**src/rtl/edge_scan_lr.sv**
```systemverilog
// edge_scan_lr: scans rows top..bottom outward from a seed column through one frame-buffer read port
// and reports the shape's horizontal extent with a done pulse.
module edge_scan_lr #(
    parameter int X_SZ      = 8,
    parameter int Y_SZ      = 7,
    parameter int ADDR_SZ   = 15,
    parameter int COL_SZ    = 3,
    parameter int X_RES     = 160,
    parameter int THRESHOLD = 0,
    parameter int BG_MATCH  = 1,
    parameter int RD_LAT    = 1
) (
    input  logic               clk,
    input  logic               reset,
    input  logic               start,
    input  logic [Y_SZ-1:0]    most_top,
    input  logic [Y_SZ-1:0]    most_bottom,
    input  logic [X_SZ-1:0]    mid_pix,
    output logic [ADDR_SZ-1:0] mem_addr,
    output logic               mem_rd,
    input  logic [COL_SZ-1:0]  mem_data,
    output logic               busy,
    output logic               done,
    output logic               err,
    output logic [X_SZ-1:0]    most_left,
    output logic [X_SZ-1:0]    most_right
);
    localparam int W   = ADDR_SZ + X_SZ;
    localparam int XW1 = X_SZ + 1;
    localparam logic [X_SZ-1:0]   X_LAST = X_SZ'(X_RES - 1);
    localparam logic [X_SZ:0]     X_LIM  = XW1'(X_RES);
    localparam logic [X_SZ-1:0]   X_ONE  = X_SZ'(1);
    localparam logic [Y_SZ-1:0]   Y_ONE  = Y_SZ'(1);
    localparam logic [COL_SZ-1:0] THR    = COL_SZ'(THRESHOLD);
    localparam logic [2:0]        LAT    = 3'(RD_LAT);

    typedef enum logic [3:0] {
        IDLE, CHECK, ROW_INIT, R_REQ, R_WAIT, L_INIT, L_REQ, L_WAIT, NEXT_ROW, DONE
    } state_t;

    state_t              state_q, state_d;
    logic [Y_SZ-1:0]     top_q, top_d, bot_q, bot_d, y_q, y_d;
    logic [X_SZ-1:0]     mid_q, mid_d, x_q, x_d, left_q, left_d, right_q, right_d, xt;
    logic [2:0]          cnt_q, cnt_d;
    logic                busy_q, busy_d, done_q, done_d, err_q, err_d, rd_q, rd_d;
    logic [ADDR_SZ-1:0]  addr_q, addr_d;
    logic [W-1:0]        addr_w;
    logic                bg, sample, bad;

    always_comb begin
        state_d = state_q;
        top_d   = top_q;
        bot_d   = bot_q;
        mid_d   = mid_q;
        y_d     = y_q;
        x_d     = x_q;
        left_d  = left_q;
        right_d = right_q;
        cnt_d   = cnt_q;
        busy_d  = busy_q;
        err_d   = err_q;
        bad     = 1'b0;
        bg      = (BG_MATCH != 0) ? (mem_data == THR) : (mem_data != THR);
        sample  = cnt_q == LAT;
        case (state_q)
            IDLE: if (start) begin
                top_d   = most_top;
                bot_d   = most_bottom;
                mid_d   = mid_pix;
                left_d  = mid_pix;
                right_d = mid_pix;
                y_d     = most_top;
                err_d   = 1'b0;
                busy_d  = 1'b1;
                state_d = CHECK;
            end
            CHECK: begin
                bad     = top_q > bot_q || {1'b0, mid_q} >= X_LIM;
                err_d   = bad;
                state_d = bad ? DONE : ROW_INIT;
            end
            ROW_INIT: begin
                x_d     = mid_q;
                state_d = mid_q == X_LAST ? L_INIT : R_REQ;
            end
            R_REQ: begin
                cnt_d   = 3'd1;
                state_d = R_WAIT;
            end
            R_WAIT: if (!sample) cnt_d = cnt_q + 3'd1;
            else if (bg) state_d = L_INIT;
            else begin
                x_d     = x_q + X_ONE;
                right_d = x_d > right_q ? x_d : right_q;
                state_d = x_d == X_LAST ? L_INIT : R_REQ;
            end
            L_INIT: begin
                x_d     = mid_q;
                state_d = mid_q == '0 ? NEXT_ROW : L_REQ;
            end
            L_REQ: begin
                cnt_d   = 3'd1;
                state_d = L_WAIT;
            end
            L_WAIT: if (!sample) cnt_d = cnt_q + 3'd1;
            else if (bg) state_d = NEXT_ROW;
            else begin
                x_d     = x_q - X_ONE;
                left_d  = x_d < left_q ? x_d : left_q;
                state_d = x_d == '0 ? NEXT_ROW : L_REQ;
            end
            // a row spanning the whole image cannot widen further, so stop early
            NEXT_ROW: if (y_q == bot_q || (left_q == '0 && right_q == X_LAST)) state_d = DONE;
            else begin
                y_d     = y_q + Y_ONE;
                state_d = ROW_INIT;
            end
            DONE: begin
                busy_d  = 1'b0;
                state_d = IDLE;
            end
            default: state_d = IDLE;
        endcase
        done_d = state_d == DONE;
        rd_d   = state_d == R_REQ || state_d == L_REQ;
        xt     = state_d == R_REQ ? x_d + X_ONE : x_d - X_ONE;
        addr_w = W'(y_d) * W'(X_RES) + W'(xt);
        addr_d = rd_d ? addr_w[ADDR_SZ-1:0] : addr_q;
    end

    always_ff @(posedge clk or posedge reset) begin
        if (reset) begin
            state_q <= IDLE;
            top_q   <= '0;
            bot_q   <= '0;
            mid_q   <= '0;
            y_q     <= '0;
            x_q     <= '0;
            left_q  <= '0;
            right_q <= '0;
            cnt_q   <= '0;
            busy_q  <= 1'b0;
            done_q  <= 1'b0;
            err_q   <= 1'b0;
            rd_q    <= 1'b0;
            addr_q  <= '0;
        end else begin
            state_q <= state_d;
            top_q   <= top_d;
            bot_q   <= bot_d;
            mid_q   <= mid_d;
            y_q     <= y_d;
            x_q     <= x_d;
            left_q  <= left_d;
            right_q <= right_d;
            cnt_q   <= cnt_d;
            busy_q  <= busy_d;
            done_q  <= done_d;
            err_q   <= err_d;
            rd_q    <= rd_d;
            addr_q  <= addr_d;
        end
    end

    assign mem_addr   = addr_q;
    assign mem_rd     = rd_q;
    assign busy       = busy_q;
    assign done       = done_q;
    assign err        = err_q;
    assign most_left  = left_q;
    assign most_right = right_q;
endmodule
```
**config.mk**
```make
export PLATFORM = sky130hd
export DESIGN_NAME = edge_scan_lr
export DESIGN_NICKNAME = d
export VERILOG_FILES = /design/src/rtl/edge_scan_lr.sv
export SDC_FILE = /design/constraint.sdc
export NUM_CORES = 1
export LEC_CHECK = 0
export BUFFER_PORTS_ARGS = -buffer_cell sky130_fd_sc_hd__buf_2
export CAP_MARGIN = 20
export CORE_MARGIN = 1.5
export CORE_UTILIZATION = 66
export CTS_BUF_LIST = sky130_fd_sc_hd__clkbuf_8
export DETAILED_ROUTE_END_ITERATION = 16
export HOLD_SLACK_MARGIN = 0.06
export PLACE_DENSITY = 0.88
export REMOVE_ABC_BUFFERS = 1
export SLEW_MARGIN = 10
export SYNTH_ARGS = -nofsm -noshare
export SYNTH_HDL_FRONTEND = slang
export SYNTH_SLANG_ARGS = --single-unit
```
**constraint.sdc**
```tcl
create_clock -name clk -period 15.65 [get_ports clk]
set_input_delay 1.565 -clock clk [delete_from_list [all_inputs] [get_ports clk]]
set_output_delay 1.565 -clock clk [all_outputs]
set_load 0.05 [all_outputs]
```
* After elaboration in Yosys (flattened, before gate mapping)
Cells that the tools add are included.
Storage, ports and cells: output and inout port bits 35, logic and storage cells 110, bits of input ports 28, register bits after elaboration 79
Cells by class: magnitude comparators 4, add/subtract/negate cells 7, reductions and logical operators 23, multipliers 1, equality and inequality tests 25, mux-type cells 36
Operators by type and width (number):
- two-way mux 8 bit | 12
- one-hot mux 4 bit (9 select lines) | 1
- two-way mux 4 bit | 8
- one-hot mux 8 bit (2 select lines) | 2
- == test 8 bit, second input constant | 3
- logical NOT 8 bit | 3
- one-hot mux 8 bit (3 select lines) | 1
- == test 4 x 3 -> 1 bit, second input constant | 5
- adder 8 x 1 -> 8 bit, second input constant | 2
- != test 2 bit, second input constant | 8
- subtractor 8 x 1 -> 8 bit, second input constant | 2
- adder 15 x 8 -> 15 bit | 1
- two-way mux 7 bit | 2
- one-hot mux 7 bit (2 select lines) | 1
- == test 4 x 2 -> 1 bit, second input constant | 3
- == test 4 bit, second input constant | 3
- two-way mux 3 bit | 4
- multiplier 7 x 3 -> 10 bit, second input constant | 1
- AND reduction 5 bit | 2
- nonzero test 2 bit | 5
- >= comparator 8 bit, second input constant | 1
- greater-than comparator 8 bit | 1
- less-than comparator 8 bit | 1
- AND reduction 2 bit | 4
- other kinds (14) | 20

* Logic depth before layout (Yosys ltp)
depth in word-level cells 9, mapped depth 26, gate-level depth less buffers 25

* Worst setup path after synthesis
Ideal clock, no wire load.
path kind in2reg, from input mem_data[1], to register addr_q[14], in the netlist mem_addr[14], path buffers 1, data arrival time 5.602 ns, path slack 9.923 ns, data required time 15.525 ns, cell stages on the path 24, setup time 0.125 ns, path through nor3_1 > nand2b_1 > clkbuf_1 > a21o_1 > nand4b_1 > nand4_4 > a211o_1 > inv_1 > fa_1 > nor2_1 > o21ai_0 > nand2b_1 > a21o_1 > a21oi_1 > xnor2_1 > ha_1 > a21o_1 > a21oi_1 > nor3b_1 > nand3b_1 > nor2_1 > a221oi_1 > mux2i_1 > mux2_4
Between the ends: word-level cells in the longest chain between the ends 7, elaborated cells between the ends (all ways) 18, those cells by class 3 x add/sub; 2 x eq/ne; 11 x mux; 2 x reduce/logical
Ends and longest elaborated chain:
- from (decl) | RTL line 21 | input logic [COL_SZ-1:0] mem_data,
- logical NOT 3 bit * | RTL line 63 | bg = (BG_MATCH != 0) ? (mem_data == THR) : (mem_data != THR);
- two-way mux 4 bit or two-way mux 3 bit (tied branches) | RTL line 106, 91
- two-way mux 4 bit, on equally long branches | RTL line 105, 90
- one-hot mux 4 bit (9 select lines) * | RTL line 65 | case (state_q)
- net state_d[2] | RTL line 41 | state_t state_q, state_d;
- == test 4 x 2 -> 1 bit | RTL line 125, 126
- two-way mux 8 bit | RTL line 126 | xt = state_d == R_REQ ? x_d + X_ONE : x_d - X_ONE;
- adder 15 x 8 -> 15 bit | RTL line 127 | addr_w = W'(y_d) * W'(X_RES) + W'(xt);
- to (signal assigned) | RTL line 161 | addr_q <= addr_d;
- to (decl) | RTL line 46 | logic [ADDR_SZ-1:0] addr_q, addr_d;
Mark *: on every way through the listed nets, which the timed path passes. The rest lies on a longest branch. A chain may end at the register's enable or synchronous reset.

* Worst setup path in the final report
from register x_q[0], to register addr_q[14], in the netlist mem_addr[14]
Between the ends: word-level cells in the longest chain between the ends 9, elaborated cells between the ends (all ways) 23, those cells by class 5 x add/sub; 3 x eq/ne; 13 x mux; 2 x reduce/logical
Ends and longest elaborated chain:
- from (decl) | RTL line 43 | logic [X_SZ-1:0] mid_q, mid_d, x_q, x_d, left_q, left_d, right_q, right_d, xt;
- from (signal assigned) | RTL line 138 | x_q <= '0;
- from (signal assigned) | RTL line 153 | x_q <= x_d;
- adder 8 x 1 -> 8 bit or subtractor 8 x 1 -> 8 bit (tied branches) | RTL line 93, 108
- == test 8 bit or logical NOT 8 bit (tied branches) | RTL line 95, 110
- two-way mux 3 bit or two-way mux 4 bit (tied branches) | RTL line 95, 110
- two-way mux 3 bit or two-way mux 4 bit (tied branches) | RTL line 91, 106
- two-way mux 4 bit, on equally long branches | RTL line 90, 105
- one-hot mux 4 bit (9 select lines) * | RTL line 65
- net state_d[2] | RTL line 41
- == test 4 x 2 -> 1 bit | RTL line 125, 126
- two-way mux 8 bit | RTL line 126
- adder 15 x 8 -> 15 bit | RTL line 127
Marks and branches as above.

==> results.tsv <==
metric	value	unit
clk slew on worst S/H paths	90	ps
Final Hold Viols	0	
max-slew violations	0	
fmax	165	MHz
layout cells sized above 1	16.9	%
Max transition margin	24.0	%
Synth cell types	64	
Crit Path Max Fanout	12	
WP data required	15900	ps
Crit Path Category	reg2reg	
Inst Count DP	750	
vias	4711	
Final Critical Period	6070	ps
Via density	6.15	
Total GRT Usage	32.9	%
utilization after layout	74.9	%
Max stage delay on crit path	690	ps
stages on the worst setup path	25	
clock sink count	79	
synth warn	0	
initial antenna violation count	0	
clock tree from TritonCTS	yes	
number of placement rows	33	
Clock Tree Buf Depth	2	
Die Wd	94.5	um
Final period util	38.8	%
first-pass GRT wire length	22500	um
status	finished clean	
Post-synth EDFFs	0	
Fin Setup TNS	0	ps
DIE AREA	8930	um2
Worst-Margin Slew	1130	ps
Synth Area per Inst	9.16	um2
R2R cell count	25	
Initial Utilization	67.6	%
P&R area growth vs syn	10.8	%
NumNets Final	735	
final antenna-violating net count	0	
I/O Buffers	62	
RSZ-0062 raised after global routing	no	
max-cap violations	0	
Crit path max-delay family	compound AO/OA/AOI/OAI gates	
final wirelength	13800	um
HPWL after detailed placement	10200	um
Post-synth top flop	dfrtp_1	
cell type with the largest total area after synthesis	dfrtp_1	
H-Tree Depth	3	
commonest non-fill, non-tap cell in the layout	nand2_1	
Avg WL per Cell	18.0	um
routability cong.	0.953	
synth top area cells	dfrtp_1, ha_1, nand2_1	
critical path endpoint category	flop	
vias in the first global route	4614	
hold-critical path depth	2	
DRC viols	0	
Hold Buf Count CTS	0	
Die H	94.5	um
Fillers	588	
total core area	8180	um2
cts bufs inserted	9	
root buffer cell	clkbuf_8	
worst hold-check path type	reg2reg	
Crit path top cell by count	ha_1	
area of the multi-input gates	3260	um2
FF/Latch Area	1980	um2
Cells after Synth	603	
IO Pins	63	
final setup violation count	0	
skew final	11.3	ps
cell area after synthesis	5520	um2
share of flip-flops with an asynchronous set or reset	100	%
Buf+Inv Stages, Crit Path	2	
Seq/Total Area, Yosys	35.8	%
register bit total from synthesis	79	
largest net degree at the start of global routing	80	
top-area cell type share of the netlist area	35.8	%
post-CTS setup buffer count	0	
Clk Latency, worst-skew pair	370	ps
Iter 0 DRT Violations	362	
Data arrival, critical path	6320	ps
Finished Layout Cells	766	
Crit-path slowest cell	dfrtp_1	
Pre-antenna DRT Iters	5	
global route total overflow	0	
diode count	0	
crit path launch type	flop	
most frequent cells in the layout	nand2_1, dfrtp_1, buf_2, ha_1, inv_1	
PostCTS Resize Cnt	0	
[kinds of logic (layout without fill, tap and decap cells)]
| kind of cell | after synthesis | count (layout) | synth area share, % |
|---|---|---|---|
| xor gates and xnor gates | 42 | 42 | 6.93 |
| buffers and inverters | 71 | 129 | 5.23 |
| DFF | 79 | 79 | 35.8 |
| adders and majority gates | 51 | 51 | 12.0 |
| and+or+nand+nor | 206 | 206 | 18.2 |
| muxes | 40 | 40 | 8.18 |
| AOI/OAI and AO/OA | 114 | 114 | 13.7 |
[synth_stat cells (3+ instances only)]
cell type,n
o21a_1,3
nand4_1,8
nand2_1,92
nor2b_1,6
a31oi_1,3
nor2_1,32
a22oi_1,8
a21o_1,7
o22ai_1,3
a21oi_1,27
nand2b_1,10
or4_1,5
inv_1,48
ha_1,48
xnor2_1,19
nand3b_1,6
xor2_1,21
mux2_2,9
a21boi_0,4
and2_1,3
a221o_1,4
nand3_1,13
mux2i_1,23
buf_2,3
o21ai_0,32
mux2_4,8
dfrtp_1,79
fa_1,3
o21bai_1,3
nor3_1,13
clkbuf_1,15
[area by class of cell]
| cell class | count | share of cell area (%) |
|---|---|---|
| multi-input combinational | 453 | 53.2 |
| inverter | 48 | 2.94 |
| tap | 105 | 2.15 |
| timing repair buffer | 65 | 5.44 |
| clock buffer | 9 | 2.02 |
| clock inverter | 7 | 1.92 |
| sequential | 79 | 32.3 |
[state kept, by name, summed over array words and instances (netlist names)]
name	count
bot_q	7
mem_rd	1
most_right	8
err	1
y_q	7
cnt_q	3
most_left	8
top_q	7
x_q	8
done	1
mid_q	8
state_q	4
mem_addr	15
busy	1
[metrics by stage]
stage	setup slack, ps	hold slack, ps	instance area, um2
after floorplan	10020	452	5420
after global placement	9550	468	5880
after detailed placement	9290	475	5880
after CTS	9660	498	6120
after global routing	9130	514	6120
final	9580	493	6120
[worst min-delay path, cell delays in order, from the launching register on]
cell     delay [ps]
dfrtp_1         360
nand2_1          50
nand2_1          60
[metal layers]
metal  GRT usage [%]  share of wire, %  vias to the layer above
li1                -                 -                     2193
met1            45.7                44                     2276
met2            50.5                45                      198
met3            8.05               8.0                       44
met4            10.7               2.6                        0
met5               0                 0                        -
[worst paths after layout]
kind / start / slack [ps] / endpoint
max: x_q[0]$_DFF_PP0_ / 9580 / mem_addr[14]$_DFFE_PP0P_
min: top_q[2]$_DFFE_PP0P_ / 490 / top_q[2]$_DFFE_PP0P_
max reg2reg: x_q[0]$_DFF_PP0_ / 9580 / mem_addr[14]$_DFFE_PP0P_
min reg2reg: top_q[2]$_DFFE_PP0P_ / 490 / top_q[2]$_DFFE_PP0P_
max in group asynchronous: reset / 13510 / cnt_q[0]$_DFFE_PP0P_
min in group asynchronous: reset / 1490 / mem_addr[11]$_DFFE_PP0P_
Power is left out: the tool's default activity adds up to more than one toggle a clock period on the data nets, which glitch-free logic cannot reach.
